===== config.mk =====
export PLATFORM = sky130hd
export DESIGN_NAME = pipe_hazard_ctrl
export DESIGN_NICKNAME = d
export VERILOG_FILES = /design/src/rtl/pipe_hazard_ctrl_pkg.sv /design/src/rtl/pipe_hazard_ctrl_fwd_unit.sv /design/src/rtl/pipe_hazard_ctrl.sv
export SDC_FILE = /design/constraint.sdc
export NUM_CORES = 1
export LEC_CHECK = 0
export BUFFER_PORTS_ARGS = -buffer_cell sky130_fd_sc_hd__buf_2
export CAP_MARGIN = 20
export CORE_MARGIN = 4
export CORE_UTILIZATION = 53
export DETAILED_ROUTE_END_ITERATION = 8
export PLACE_DENSITY = 0.87
export SYNTH_ARGS = -nofsm -noshare
export SYNTH_HDL_FRONTEND = slang
export SYNTH_SLANG_ARGS = --single-unit

===== constraint.sdc =====
create_clock -name clk -period 3.05 [get_ports clk]
set_input_delay 0.1525 -clock clk [delete_from_list [all_inputs] [get_ports clk]]
set_output_delay 0.1525 -clock clk [all_outputs]
set_load 0.1 [all_outputs]

===== src/rtl/pipe_hazard_ctrl_pkg.sv =====
// Shared types and constants for the pipeline hazard/stall sequencer.
package pipe_hazard_ctrl_pkg;

    localparam int unsigned REG_W  = 5;
    localparam int unsigned DATA_W = 32;
    localparam int unsigned FWD_W  = 2;

    localparam logic [FWD_W-1:0] FWD_REG = 2'b00;
    localparam logic [FWD_W-1:0] FWD_MEM = 2'b10;
    localparam logic [FWD_W-1:0] FWD_WB  = 2'b01;

    typedef enum logic [1:0] {
        RUN       = 2'd0,
        MEM_WAIT  = 2'd1,
        SYS_DRAIN = 2'd2,
        HALT      = 2'd3
    } state_e;

    // A later stage writes a non-$0 register that a source operand names.
    function automatic logic reg_hit(
        input logic             we,
        input logic [REG_W-1:0] wr,
        input logic [REG_W-1:0] src
    );
        return we && (wr != '0) && (wr == src);
    endfunction

endpackage


===== src/rtl/pipe_hazard_ctrl_fwd_unit.sv =====
// Combinational forwarding selects for the E-stage ALU and D-stage branch compare.
module pipe_hazard_ctrl_fwd_unit
    import pipe_hazard_ctrl_pkg::*;
(
    input  logic [REG_W-1:0] rs_d,
    input  logic [REG_W-1:0] rt_d,
    input  logic [REG_W-1:0] rs_e,
    input  logic [REG_W-1:0] rt_e,
    input  logic [REG_W-1:0] write_reg_m,
    input  logic [REG_W-1:0] write_reg_w,
    input  logic             reg_write_m,
    input  logic             reg_write_w,
    output logic [FWD_W-1:0] fwd_ae_c,
    output logic [FWD_W-1:0] fwd_be_c,
    output logic             fwd_ad_c,
    output logic             fwd_bd_c
);

    // M-stage result is newer than W, so it wins when both match.
    always_comb begin
        fwd_ae_c = FWD_REG;
        fwd_be_c = FWD_REG;
        if (reg_hit(reg_write_m, write_reg_m, rs_e)) begin
            fwd_ae_c = FWD_MEM;
        end else if (reg_hit(reg_write_w, write_reg_w, rs_e)) begin
            fwd_ae_c = FWD_WB;
        end
        if (reg_hit(reg_write_m, write_reg_m, rt_e)) begin
            fwd_be_c = FWD_MEM;
        end else if (reg_hit(reg_write_w, write_reg_w, rt_e)) begin
            fwd_be_c = FWD_WB;
        end
        fwd_ad_c = reg_hit(reg_write_m, write_reg_m, rs_d);
        fwd_bd_c = reg_hit(reg_write_m, write_reg_m, rt_d);
    end

endmodule


===== src/rtl/pipe_hazard_ctrl.sv =====
// Hazard/stall sequencer for the 5-stage pipeline: stall/flush/forward controls,
// data-memory wait with timeout, syscall drain and halt.
module pipe_hazard_ctrl
    import pipe_hazard_ctrl_pkg::*;
#(
    parameter int unsigned MEM_TIMEOUT = 16,
    parameter int unsigned EXIT_CODE   = 10,
    parameter int unsigned CNT_W       = 32
) (
    input  logic              clk,
    input  logic              rst,
    input  logic [REG_W-1:0]  rsD,
    input  logic [REG_W-1:0]  rtD,
    input  logic [REG_W-1:0]  rsE,
    input  logic [REG_W-1:0]  rtE,
    input  logic [REG_W-1:0]  WriteRegE,
    input  logic [REG_W-1:0]  WriteRegM,
    input  logic [REG_W-1:0]  WriteRegW,
    input  logic              RegWriteE,
    input  logic              RegWriteM,
    input  logic              RegWriteW,
    input  logic              MemtoRegE,
    input  logic              MemtoRegM,
    input  logic              MemWriteM,
    input  logic              BranchD,
    input  logic              sysM,
    input  logic [DATA_W-1:0] regvM,
    input  logic              mem_ready,
    output logic              StallF,
    output logic              StallD,
    output logic              StallE,
    output logic              StallM,
    output logic              FlushE,
    output logic              FlushM,
    output logic [FWD_W-1:0]  ForwardAE,
    output logic [FWD_W-1:0]  ForwardBE,
    output logic              ForwardAD,
    output logic              ForwardBD,
    output logic              halted,
    output logic              mem_timeout,
    output logic [CNT_W-1:0]  stall_cnt
);

    localparam int unsigned       WAIT_W    = $clog2(MEM_TIMEOUT) + 1;
    localparam logic [WAIT_W-1:0] WAIT_LAST = WAIT_W'(MEM_TIMEOUT - 1);
    localparam logic [DATA_W-1:0] EXIT_VAL  = DATA_W'(EXIT_CODE);

    state_e             state_q, state_d;
    logic [WAIT_W-1:0]  wait_cnt_q, wait_cnt_d;
    logic               sys_exit_q, sys_exit_d;
    logic               halted_q, halted_d;
    logic               mem_timeout_q, mem_timeout_d;
    logic [CNT_W-1:0]   stall_cnt_q, stall_cnt_d;

    logic               mem_busy_c;
    logic               lwstall_c;
    logic               brstall_c;

    pipe_hazard_ctrl_fwd_unit u_fwd_unit (
        .rs_d        (rsD),
        .rt_d        (rtD),
        .rs_e        (rsE),
        .rt_e        (rtE),
        .write_reg_m (WriteRegM),
        .write_reg_w (WriteRegW),
        .reg_write_m (RegWriteM),
        .reg_write_w (RegWriteW),
        .fwd_ae_c    (ForwardAE),
        .fwd_be_c    (ForwardBE),
        .fwd_ad_c    (ForwardAD),
        .fwd_bd_c    (ForwardBD)
    );

    // Branch operands are needed in D, so an in-flight ALU result in E or a load in M blocks it.
    always_comb begin
        mem_busy_c = (MemtoRegM || MemWriteM) && !mem_ready;
        lwstall_c  = MemtoRegE && ((rtE == rsD) || (rtE == rtD));
        brstall_c  = BranchD &&
                     (reg_hit(RegWriteE, WriteRegE, rsD) || reg_hit(RegWriteE, WriteRegE, rtD) ||
                      reg_hit(MemtoRegM, WriteRegM, rsD) || reg_hit(MemtoRegM, WriteRegM, rtD));
    end

    // Next-state, stall/flush controls and counter updates.
    always_comb begin
        state_d       = state_q;
        wait_cnt_d    = wait_cnt_q;
        sys_exit_d    = sys_exit_q;
        mem_timeout_d = mem_timeout_q;
        StallF        = 1'b0;
        StallD        = 1'b0;
        StallE        = 1'b0;
        StallM        = 1'b0;
        FlushE        = 1'b0;
        FlushM        = 1'b0;

        case (state_q)
            RUN: begin
                wait_cnt_d = '0;
                if (mem_busy_c) begin
                    StallF  = 1'b1;
                    StallD  = 1'b1;
                    StallE  = 1'b1;
                    StallM  = 1'b1;
                    state_d = MEM_WAIT;
                end else if (sysM) begin
                    StallF     = 1'b1;
                    StallD     = 1'b1;
                    FlushE     = 1'b1;
                    sys_exit_d = (regvM == EXIT_VAL);
                    state_d    = SYS_DRAIN;
                end else if (lwstall_c || brstall_c) begin
                    StallF = 1'b1;
                    StallD = 1'b1;
                    FlushE = 1'b1;
                end
            end
            MEM_WAIT: begin
                if (mem_ready) begin
                    wait_cnt_d = '0;
                    state_d    = RUN;
                end else begin
                    StallF = 1'b1;
                    StallD = 1'b1;
                    StallE = 1'b1;
                    StallM = 1'b1;
                    if (wait_cnt_q == WAIT_LAST) begin
                        wait_cnt_d    = '0;
                        mem_timeout_d = 1'b1;
                        state_d       = HALT;
                    end else begin
                        wait_cnt_d = wait_cnt_q + WAIT_W'(1);
                    end
                end
            end
            SYS_DRAIN: begin
                StallF  = 1'b1;
                StallD  = 1'b1;
                FlushE  = 1'b1;
                FlushM  = 1'b1;
                state_d = sys_exit_q ? HALT : RUN;
            end
            HALT: begin
                StallF = 1'b1;
                StallD = 1'b1;
                StallE = 1'b1;
                StallM = 1'b1;
                FlushE = 1'b1;
                FlushM = 1'b1;
            end
            default: begin
                state_d = RUN;
            end
        endcase

        halted_d    = (state_q == HALT);
        stall_cnt_d = (StallF && (stall_cnt_q != '1)) ? stall_cnt_q + CNT_W'(1) : stall_cnt_q;
    end

    always_ff @(posedge clk or posedge rst) begin
        if (rst) begin
            state_q       <= RUN;
            wait_cnt_q    <= '0;
            sys_exit_q    <= 1'b0;
            halted_q      <= 1'b0;
            mem_timeout_q <= 1'b0;
            stall_cnt_q   <= '0;
        end else begin
            state_q       <= state_d;
            wait_cnt_q    <= wait_cnt_d;
            sys_exit_q    <= sys_exit_d;
            halted_q      <= halted_d;
            mem_timeout_q <= mem_timeout_d;
            stall_cnt_q   <= stall_cnt_d;
        end
    end

    assign halted      = halted_q;
    assign mem_timeout = mem_timeout_q;
    assign stall_cnt   = stall_cnt_q;

endmodule


==> results of run 1 <==
## worst max path at each step
stage                           from            end  cells past startpoint
after global placement    state_q[1]  stall_cnt[17]                      8
after floorplan           state_q[1]         StallM                      6
after global routing      state_q[1]         StallF                      6
after CTS                 state_q[1]         StallF                      6
after detailed placement  state_q[1]   stall_cnt[5]                      8
final                     state_q[1]         StallF                      6
## power by group through the flow
stage                     Clock, W  Sequential, W  Combinational, W
after floorplan                  0        0.00108           0.00103
after global placement           0       0.000721           0.00164
after detailed placement         0       0.000728           0.00168
after CTS                 0.000382       0.000718           0.00169
after global routing      0.000406       0.000732           0.00179
final                     0.000374       0.000719           0.00169
## logic make-up (layout without fill, tap and decap cells)
| kind of cell | after synthesis | after routing | synth area share |
|---|---|---|---|
| buf+inv | 19 | 139 | 0.03639 |
| xor+xnor | 79 | 79 | 0.2287 |
| mux | 1 | 1 | 0.003722 |
| fa+ha+maj | 7 | 7 | 0.02895 |
| flops | 42 | 42 | 0.3474 |
| compound gates | 24 | 24 | 0.05624 |
| simple gates | 164 | 164 | 0.2986 |
## tightest hold or removal path: stages
cell,delay (ns)
sky130_fd_sc_hd__buf_2,0.13
sky130_fd_sc_hd__nand3_1,0.11
sky130_fd_sc_hd__a21o_1,0.11
## layout by cell type (no fill, tap or decap), drive strengths merged, types with 8 or more instances in the layout
master,n
buf,125
dfrtp,42
nand2,33
nand3,34
nand4,8
nor2,19
nor3,19
nor4,15
o21ai,9
xnor2,51
xor2,28
## sequential cells by signal, summed over array words and instances, names as in the netlist
name / flops
state_q: 2
halted: 1
sys_exit_q: 1
mem_timeout: 1
stall_cnt: 32
wait_cnt_q: 5
## final cells by class
class,instances,area [sq um]
clock buffers,6,82.58
clock inverters,2,12.51
fillers,438,1704
inverters,5,18.77
multi-input cells,275,1907
flip-flops and latches,42,1051
well taps,72,90.09
repair buffers,126,640.6
## timing repair
item / in CTS / in global routing
hold buffers: 1 / 0
endpoints found under the hold margin: 34 / 0
resized for setup: 0 / 0
## metal layers
| layer | track usage | vias to the layer above |
|---|---|---|
| met1 | 0.3061 | 1373 |
| met5 | 0 | - |
| met3 | 0.06120 | 21 |
| met2 | 0.4184 | 139 |
| met4 | 0.07310 | 0 |
| li1 | - | 1409 |
## through the flow
step | instance area, sq um | util
3_3_place_gp | 3697 | 0.6714
5_1_grt | 3802 | 0.6905
3_5_place_dp | 3697 | 0.6714
2_1_floorplan | 3068 | -
4_1_cts | 3802 | 0.6905
6_report | 3802 | 0.6905
==> impl_summary.log, run 1 <==
[metrics] largest net degree at the start of global routing: between 40 and 50
[metrics] drt pass-1 iters: 4
[metrics] buffer type at the clock tree root: sky130_fd_sc_hd__clkbuf_8
[metrics] max-capacitance violation count: 0
[metrics] Hold EP: sys_exit_q
[metrics] max-slew violation total from the final report: 0
[metrics] number of antenna violations at the first check in global routing: 0
[metrics] clock group share of total power: 0.134
[metrics] Final Hold Violating Endpoints: 0
[metrics] sequential power share: 0.258
[metrics] height of the die: about 84 um
[metrics] path type of the worst min-delay path: in2reg
[metrics] via count of the first global-routing pass: 3061
[metrics] weighted congestion at the end of routability-driven global placement: 0.9991
[metrics] total track usage: 0.2450
[metrics] fmax: 374.0 MHz
[metrics] critical path start-end classification: reg2out
[metrics] Core ar.: 5507 sq um
[metrics] total power: roughly 0.0028 W
[metrics] total power density per cell area: 731.4 nW/um^2
[metrics] most frequently used cell type in the post-synthesis netlist: sky130_fd_sc_hd__xnor2_1
[metrics] top routing layer used: met4
[metrics] headroom to the max-slew limit: 0.5350
[metrics] global-route wire length before repair: roughly 14000 um
[metrics] Bufs and invs on worst path: 2
[metrics] clock-pin slew on the worst setup and hold paths: 0.08 ns
[metrics] vias after detailed routing: 2942
[metrics] Internal: 0.001171 W
[metrics] number of cells on the worst hold path: 3
[metrics] cell type with the highest aggregate area in the netlist: sky130_fd_sc_hd__dfrtp_1
[metrics] fraction of registers with async set or reset after synthesis: 1.000
[metrics] number of rows created at floorplan: 27
[metrics] Critical Path, Cell by Cell: inv_1, ha_1, nor2b_1, or3_1, and2_1, buf_2
[metrics] area overhead of the layout relative to synthesis: 25.68%
[metrics] TritonCTS clock tree: built
[metrics] I/O pin count: between 100 and 150
[metrics] post-route DRC violation count: 0
[metrics] placed insts: between 500 and 600
[metrics] startpoint of the tightest hold check path: sysM
[metrics] unrepaired setup endpoints after global routing: false
[metrics] Final min period: 2.674 ns
[metrics] final worst path period share: 0.8767
[metrics] worst-case reg-to-reg path depth: 8
[metrics] Finish-stage setup viols: 0
[metrics] outcome: completed
[metrics] DRT antenna net count: 0
[metrics] largest stage delay on the critical path: 0.47 ns
[metrics] Worst R2R End: stall_cnt[5]
[metrics] worst path setup slack after routing: roughly 0.38 ns
[metrics] Worst IR Drop VDD: 0.7014 mV
[metrics] share of synthesized area occupied by flip-flops and latches: 0.3474
[metrics] Iter 0 DRT Violations: ~170
[metrics] diode insertion count for antenna repair: 0
[metrics] Slew @ Worst Pin: roughly 0.69 ns
[metrics] Routed met1 length: about 3300 um
[metrics] Max Root-Sink Buffers: 2
[metrics] CTS H-Tree Depth: 2
[metrics] setup slack at placement: 0.5985 ns
[metrics] HPWL reported at the end of detailed placement: 6545 um
[metrics] drt via density: 5.572
[metrics] cell count after synthesis: 336
[metrics] final instance count without filler cells: ~530
[metrics] final-layout worst hold slack: 0.2421 ns
[metrics] most frequently used flop master after synthesis: sky130_fd_sc_hd__dfrtp_1
[metrics] combinational group share of total power: 0.607
[metrics] register-to-register path setup slack: 0.56 ns
[metrics] DR WL met2: between 4000 and 5000 um
[metrics] critical path required time: 2.90 ns
[metrics] number of post-CTS setup repair buffers: 0
[metrics] fraction of synthesized cell area taken by the top area cell type: 0.3474
[metrics] fraction of layout instances using a drive strength above 1: 0.3246
[metrics] setup TNS: 0 ns
[metrics] Mapped Nets: ~420
[metrics] wire length per cell after detailed routing: approximately 15 um
[metrics] Initial Utilization: 0.5494
[metrics] # port buffers: 123
[metrics] die width: 83.56 um
[metrics] count of cell types in the netlist: 47
[metrics] Post-synth top cells: sky130_fd_sc_hd__xnor2_1, sky130_fd_sc_hd__dfrtp_1, sky130_fd_sc_hd__nand3_1, sky130_fd_sc_hd__nand2_1, sky130_fd_sc_hd__xor2_1
[metrics] TritonCTS buffer count: 5
[metrics] CP max-delay cell: sky130_fd_sc_hd__or3_1
[metrics] Die Outline Area: 6981 sq um
[metrics] total grt overflow: 0
[metrics] clock insertion delay at the later pin of the skew report: around 0.29 ns
[metrics] worst setup skew after layout: 0.006525 ns
[metrics] biggest area contributors in the synthesized netlist: sky130_fd_sc_hd__dfrtp_1, sky130_fd_sc_hd__xnor2_1, sky130_fd_sc_hd__xor2_1, sky130_fd_sc_hd__nand3_1, sky130_fd_sc_hd__nand2_1
[metrics] synthesized area: 3025 sq um
[metrics] net switching power: about 0.0016 W
[metrics] family with the most delay on the worst path: simple AND/OR/NAND/NOR gates
[metrics] # nets final: 540
[metrics] number of sinks handled by clock tree synthesis: 42
[metrics] Max Fanout on Critical Path: 13
[metrics] length of routed met3 wiring: ~640 um
[metrics] category of the worst setup path capture point: output port
[metrics] post-synthesis average cell area: 9.004 sq um
[metrics] Static Leakage: between 1.5 and 2 nW
[metrics] Critical R2R Launch: state_q[1]
[metrics] Routed WL: between 8000 and 9000 um
[metrics] Seq cells post-synth: 42
[metrics] yosys synthesis warning count: 0
[metrics] switching share of power: 0.5790
[metrics] Worst Setup Start Kind: flip-flop
[metrics] number of synthesized flops with an enable pin: 0
[metrics] signal arrival time at the worst endpoint: roughly 2.5 ns
No activity file was read; power rests on OpenSTA's default activity.
==> run 2: changes to the inputs <==
Clock period 3.05 ns to 3.4 ns, I/O delays scaled along.
==> impl_summary.log, run 2 (synthesis results as in run 1) <==
[metrics] outcome: completed
[metrics] Finish-stage setup viols: 0 (unchanged)
[metrics] signal arrival time at the worst endpoint: 2.52 ns (about the same)
[metrics] max reg flops: 32 (unchanged)
[metrics] TritonCTS buffer count: 5 (unchanged)
[metrics] fraction of layout instances using a drive strength above 1: 0.3231 (-0.001484)
[metrics] Final min period: 2.694 ns
[metrics] critical path start-end classification: reg2out
[metrics] total track usage: 0.2363 (-0.008680)
[metrics] fmax: 371.2 MHz
[metrics] Core ar.: 5507 sq um (unchanged)
[metrics] register-to-register path setup slack: 0.88 ns (+0.32 ns)
[metrics] post-CTS resize count: 0 (unchanged)
[metrics] Static Leakage: 1.736 nW (-0.25%)
[metrics] setup TNS: 0 ns (unchanged)
[metrics] Max Root-Sink Buffers: 2 (unchanged)
[metrics] Bufs and invs on worst path: 2 (unchanged)
[metrics] final worst path period share: 0.7924
[metrics] Max Fanout on Critical Path: 13 (unchanged)
[metrics] critical path required time: 3.23 ns (+0.33 ns)
[metrics] largest net degree at the start of global routing: 43 (unchanged)
[metrics] CTS H-Tree Depth: 2 (unchanged)
[metrics] TritonCTS clock tree: built
[metrics] die width: 83.56 um (unchanged)
[metrics] Critical Path, Cell by Cell: inv_1, ha_1, nor2b_1, or3_1, and2_1, buf_2
[metrics] Die Outline Area: 6981 sq um (unchanged)
[metrics] HPWL reported at the end of detailed placement: 6491 um (-0.81%)
[metrics] number of cells on the critical path: 6 (unchanged)
[metrics] category of the worst setup path capture point: output port
[metrics] via count of the first global-routing pass: 2974 (-2.8%)
[metrics] most frequent standard cell in the layout excluding fill and tap cells: sky130_fd_sc_hd__buf_2
[metrics] Worst Setup Start Kind: flip-flop
[metrics] Iter 0 DRT Violations: 145 (-16%)
[metrics] number of antenna violations at the first check in global routing: 0 (unchanged)
[metrics] unrepaired setup endpoints after global routing: false
[metrics] CP max-delay cell: sky130_fd_sc_hd__or3_1
[metrics] max-slew violation total from the final report: 0 (unchanged)
[metrics] headroom to the max-slew limit: 0.5123 (-0.02269)
[metrics] Worst R2R End: stall_cnt[5]
[metrics] Worst IR Drop VDD: 0.8150 mV (+16%)
[metrics] path type of the worst min-delay path: in2reg
[metrics] Worst Setup SP: state_q[1]
[metrics] height of the die: 83.56 um (unchanged)
[metrics] # nets final: 539 (-0.19%)
[metrics] family with the most delay on the worst path: simple AND/OR/NAND/NOR gates
[metrics] drt pass-1 iters: 4 (unchanged)
[metrics] total power: 0.002486 W (-11%)
[metrics] clock insertion delay at the later pin of the skew report: 0.30 ns (about the same)
[metrics] post-route DRC violation count: 0 (unchanged)
[metrics] global-route wire length before repair: 13710 um (-4.2%)
[metrics] worst setup skew after layout: 0.009839 ns (+0.003314 ns)
[metrics] wire length per cell after detailed routing: 15.58 um (+0.77%)
[metrics] Final Hold Violating Endpoints: 0 (unchanged)
[metrics] area overhead of the layout relative to synthesis: 25.43%
[metrics] number of rows created at floorplan: 27 (unchanged)
[metrics] Critical R2R Launch: state_q[1]
[metrics] Routed WL: 8209 um (+0.58%)
[metrics] commonest cells after routing, fill and taps aside: sky130_fd_sc_hd__buf_2, sky130_fd_sc_hd__xnor2_1, sky130_fd_sc_hd__dfrtp_1
[metrics] max-capacitance violation count: 0 (unchanged)
[metrics] number of sinks handled by clock tree synthesis: 42 (unchanged)
[metrics] Slew @ Worst Pin: 0.7260 ns (+0.03378 ns)
[metrics] total grt overflow: 0 (unchanged)
[metrics] drt via density: 5.465 (-1.9%)
[metrics] worst-case reg-to-reg path depth: 8 (unchanged)
[metrics] startpoint of the tightest hold check path: sysM
[metrics] largest stage delay on the critical path: 0.47 ns (about the same)
[metrics] vias after detailed routing: 2880 (-2.1%)
[metrics] I/O pin count: 124 (unchanged)
[metrics] total power density per cell area: 655.0 nW/um^2 (-10%)
[metrics] diode insertion count for antenna repair: 0 (unchanged)
[metrics] endpoint of the worst setup timing path: StallF
[metrics] Initial Utilization: 0.5494 (unchanged)
[metrics] # port buffers: 123 (unchanged)
[metrics] clock-pin slew on the worst setup and hold paths: 0.08 ns (about the same)
[metrics] buffer type at the clock tree root: sky130_fd_sc_hd__clkbuf_8
[metrics] DRT antenna net count: 0 (unchanged)
[metrics] weighted congestion at the end of routability-driven global placement: 1.027 (+2.7%)
==> run 2: how the worst min path moves through the flow <==
stage,endpoint,cells after the start
finish,sys_exit_q,3
global route,sys_exit_q,3
CTS,sys_exit_q,3
detailed placement,stall_cnt[30],3
global placement,stall_cnt[31],3
floorplan,sys_exit_q,2
==> run 2: area by class of cell <==
cell class	instances	area [sq um]
clock buffer	6	82.58
clock inverter	2	12.51
fill	438	1712
inverter	5	18.77
multi-input combinational	275	1907
sequential	42	1051
tap	72	90.09
timing repair buffer	125	633.1
==> run 2: per-layer routing <==
metal / GRT usage / wire [um] / vias to the layer above
met5: 0 / 0 / -
met3: 0.07305 / 544 / 18
li1: - / - / 1406
met2: 0.4031 / 4042 / 106
met4: 0.08041 / 145 / 0
met1: 0.2825 / 3476 / 1350
==> run 2: power by group <==
part / internal (W) / leakage [nW] / total [W] / switching (W)
Clock: 0.000163 / 0.0472 / 0.000341 / 0.000178
Combinational: 0.000314 / 1.13 / 0.00150 / 0.00119
Sequential: 0.000569 / 0.564 / 0.000643 / 0.0000733
Total: 0.00105 / 1.74 / 0.00249 / 0.00144
==> run 2: what timing repair did <==
| item | 4_1_cts | 5_1_grt |
|---|---|---|
| hold buffers | 1 | 0 |
| endpoints found under the setup margin | 0 | 0 |
| buffers inserted | 0 | 0 |
| endpoints found under the hold margin | 10 | 0 |
==> run 2: worst min-delay path: stages <==
cell	delay, ns
sky130_fd_sc_hd__buf_2	0.13
sky130_fd_sc_hd__nand3_1	0.11
sky130_fd_sc_hd__a21o_1	0.11
==> run 2: per-stage QoR <==
step	hold WS, ns	instances	utilization	setup WS [ns]	area (sq um)
after floorplan	0.3858	336	-	0.3894	3068
after global placement	0.3177	518	0.6701	1.062	3690
after detailed placement	0.3221	518	0.6701	0.9445	3690
after CTS	0.2458	527	0.6892	0.7318	3795
after global routing	0.2591	527	0.6892	0.4891	3795
final	0.2437	527	0.6892	0.7059	3795
==> run 3: changes to the inputs <==
Settings changed: ABC_AREA set to 1, CORE_UTILIZATION 53 to 52, PLACE_DENSITY 0.87 to 0.82.
Clock period 3.4 ns to 2.48 ns, I/O delays scaled along.
==> impl_summary.log, run 3 <==
[metrics] unrepaired setup endpoints after global routing: false
[metrics] area overhead of the layout relative to synthesis: 22.04%
[metrics] commonest cells after routing, fill and taps aside: sky130_fd_sc_hd__nand2_1, sky130_fd_sc_hd__buf_2, sky130_fd_sc_hd__inv_1
[metrics] total power: 0.001590 W (-36%)
[metrics] final-layout worst hold slack: 0.09594 ns (-0.1478 ns)
[metrics] CTS H-Tree Depth: 2 (unchanged)
[metrics] Worst Setup Start Kind: flip-flop
[metrics] startpoint of the tightest hold check path: regvM[6]
[metrics] Core ar.: 6907 sq um (+25%)
[metrics] worst-case reg-to-reg path depth: 10 (+2)
[metrics] Die Outline Area: 8686 sq um (+24%)
[metrics] worst setup skew after layout: 0.008105 ns (-0.001735 ns)
[metrics] fraction of registers with async set or reset after synthesis: 1.000 (unchanged)
[metrics] die width: 93.20 um (+12%)
[metrics] register-to-register path setup slack: 0.46 ns (-0.42 ns)
[metrics] number of synthesized flops with an enable pin: 0 (unchanged)
[metrics] total grt overflow: 0 (unchanged)
[metrics] final instance count without filler cells: 760 (+44%)
[metrics] synthesized area: 3775 sq um (+25%)
[metrics] drt pass-1 iters: 5 (+1)
[metrics] TritonCTS clock tree: built
[metrics] biggest area contributors in the synthesized netlist: sky130_fd_sc_hd__dfrtp_1, sky130_fd_sc_hd__nand2_1, sky130_fd_sc_hd__xor2_1, sky130_fd_sc_hd__nand4_1, sky130_fd_sc_hd__xnor2_1
[metrics] clock-pin slew on the worst setup and hold paths: 0.09 ns (about the same)
[metrics] buffer type at the clock tree root: sky130_fd_sc_hd__clkbuf_8
[metrics] cell type with the highest aggregate area in the netlist: sky130_fd_sc_hd__dfrtp_1
[metrics] cell count after synthesis: 546 (+63%)
[metrics] vias after detailed routing: 3978 (+38%)
[metrics] Critical R2R Launch: state_q[1]
[metrics] # port buffers: 123 (unchanged)
[metrics] setup slack at placement: 0.4638 ns (-0.4808 ns)
[metrics] clock insertion delay at the later pin of the skew report: 0.30 ns (about the same)
[metrics] # nets final: 748 (+39%)
[metrics] Static Leakage: 2.518 nW (+45%)
[metrics] Post-synth top cells: sky130_fd_sc_hd__nand2_1, sky130_fd_sc_hd__inv_1, sky130_fd_sc_hd__nor2_1, sky130_fd_sc_hd__dfrtp_1, sky130_fd_sc_hd__nand4_1
[metrics] signal arrival time at the worst endpoint: 2.16 ns (-0.36 ns)
[metrics] wire length per cell after detailed routing: 13.76 um (-12%)
[metrics] max-slew violation total from the final report: 0 (unchanged)
[metrics] worst path setup slack after routing: 0.1978 ns (-0.5081 ns)
[metrics] Iter 0 DRT Violations: 177 (+22%)
[metrics] weighted congestion at the end of routability-driven global placement: 0.9507 (-7.4%)
[metrics] post-CTS resize count: 0 (unchanged)
[metrics] Filler Cells Inserted: 651 (+49%)
[metrics] Hold EP: sys_exit_q
[metrics] number of antenna violations at the first check in global routing: 0 (unchanged)
[metrics] Mapped Nets: 631 (+50%)
[metrics] DRT antenna net count: 0 (unchanged)
[metrics] max-capacitance violation count: 0 (unchanged)
[metrics] Final Hold Violating Endpoints: 0 (unchanged)
[metrics] I/O pin count: 124 (unchanged)
[metrics] final worst path period share: 0.9202
[metrics] Max Root-Sink Buffers: 2 (unchanged)
[metrics] height of the die: 93.20 um (+12%)
[metrics] fraction of layout instances using a drive strength above 1: 0.2726 (-0.05049)
[metrics] Initial Utilization: 0.5466 (-0.002863)
[metrics] category of the worst setup path capture point: output port
[metrics] global-route wire length before repair: 17410 um (+27%)
[metrics] HPWL reported at the end of detailed placement: 8535 um (+31%)
[metrics] most frequent standard cell in the layout excluding fill and tap cells: sky130_fd_sc_hd__nand2_1
[metrics] drt via density: 5.234 (-4.2%)
[metrics] number of cells on the worst hold path: 4 (+1)
[metrics] critical path start-end classification: reg2out
[metrics] max reg flops: 32 (unchanged)
[metrics] post-synthesis average cell area: 6.914 sq um (-23%)
[metrics] Max Fanout on Critical Path: 15 (+2)
[metrics] yosys synthesis warning count: 0 (unchanged)
[metrics] Slew @ Worst Pin: 0.7226 ns (-0.003337 ns)
[metrics] outcome: completed
[metrics] Worst IR Drop VDD: 0.2503 mV (-69%)
[metrics] most frequently used cell type in the post-synthesis netlist: sky130_fd_sc_hd__nand2_1
[metrics] Final min period: 2.282 ns
[metrics] Routed WL: 10450 um (+27%)
[metrics] total track usage: 0.2463 (+0.01007)
[metrics] largest net degree at the start of global routing: 43 (unchanged)
[metrics] count of cell types in the netlist: 37 (-21%)
[metrics] number of sinks handled by clock tree synthesis: 42 (unchanged)
[metrics] path type of the worst min-delay path: in2reg
[metrics] headroom to the max-slew limit: 0.5121 (about the same)
[metrics] via count of the first global-routing pass: 3881 (+30%)
[metrics] Seq cells post-synth: 42 (unchanged)
[metrics] fraction of synthesized cell area taken by the top area cell type: 0.2784 (-0.06897)
[metrics] post-route DRC violation count: 0 (unchanged)
[metrics] critical path required time: 2.36 ns (-0.87 ns)
[metrics] Worst R2R End: stall_cnt[22]
[metrics] Finish-stage setup viols: 0 (unchanged)
[metrics] total power density per cell area: 345.2 nW/um^2 (-47%)
[metrics] most frequently used flop master after synthesis: sky130_fd_sc_hd__dfrtp_1
[metrics] share of synthesized area occupied by flip-flops and latches: 0.2784 (-0.06897)
[metrics] diode insertion count for antenna repair: 0 (unchanged)
[metrics] placed insts: 751 (+45%)
[metrics] TritonCTS buffer count: 5 (unchanged)
[metrics] fmax: ~440 MHz
[metrics] number of rows created at floorplan: 30 (+11%)
## run 3: layout make-up
class | instances | area [sq um] | share of cell area
clock buffer | 5 | 68.82 | 0.01494
timing repair buffer | 130 | 700.7 | 0.1521
tap | 96 | 120.1 | 0.02607
multi-input combinational | 423 | 2362 | 0.5128
inverter | 61 | 232.7 | 0.05052
sequential | 42 | 1054 | 0.2287
clock inverter | 3 | 68.82 | 0.01494
## run 3: worst max-delay path: stages, from the launching register on
cell	delay (ns)
sky130_fd_sc_hd__dfrtp_1	0.43
sky130_fd_sc_hd__inv_1	0.12
sky130_fd_sc_hd__ha_1	0.19
sky130_fd_sc_hd__inv_1	0.09
sky130_fd_sc_hd__nor2_1	0.26
sky130_fd_sc_hd__nand3_4	0.24
sky130_fd_sc_hd__nand2_1	0.18
sky130_fd_sc_hd__clkinvlp_4	0.15
sky130_fd_sc_hd__buf_12	0.19
## run 3: what timing repair did
action,CTS,global route
hold endpoints to repair,42,0
hold buffers,1,0
setup buffers,0,0
## run 3: worst max path at each step
stage                     to  depth (start not counted)        from
2_1_floorplan   ForwardBE[0]                          5      rtE[4]
3_3_place_gp   stall_cnt[30]                         10  state_q[1]
3_5_place_dp   stall_cnt[19]                         10  state_q[1]
4_1_cts               StallF                          8  state_q[1]
5_1_grt               StallF                          8  state_q[0]
6_report              StallF                          8  state_q[1]
## run 3: power by group
part,switching (W),internal (W),total [W],leakage [nW]
Clock,0.000257,0.000404,0.000660,0.0683
Combinational,0.000144,0.000101,0.000246,1.92
Sequential,0.00000000000000200,0.000684,0.000684,0.534
Total,0.000401,0.00119,0.00159,2.52
## run 3: routing by layer
metal | GRT usage | vias up | wire (um)
met5 | 0 | - | 0
met3 | 0.04827 | 15 | 795
met2 | 0.4379 | 167 | 5285
li1 | - | 1994 | -
met4 | 0.07570 | 0 | 157
met1 | 0.2991 | 1802 | 4215
## run 3: cell families after synthesis
kind of cell / Yosys count / share of synthesized area
AO/OA/AOI/OAI: 18 / 0.02884
XOR/XNOR: 61 / 0.1415
adder cells (fa/ha/maj): 7 / 0.02320
buffers and inverters: 81 / 0.1077
flip-flops: 42 / 0.2784
AND/OR/NAND/NOR: 337 / 0.4203
## run 3: metrics by stage
| step | TNS (ns) | util | instance area [sq um] |
|---|---|---|---|
| after floorplan | -0.2118 | - | 3826 |
| after global placement | 0 | 0.6457 | 4459 |
| after detailed placement | 0 | 0.6457 | 4459 |
| after CTS | 0 | 0.6670 | 4607 |
| after global routing | 0 | 0.6670 | 4607 |
| final | 0 | 0.6670 | 4607 |
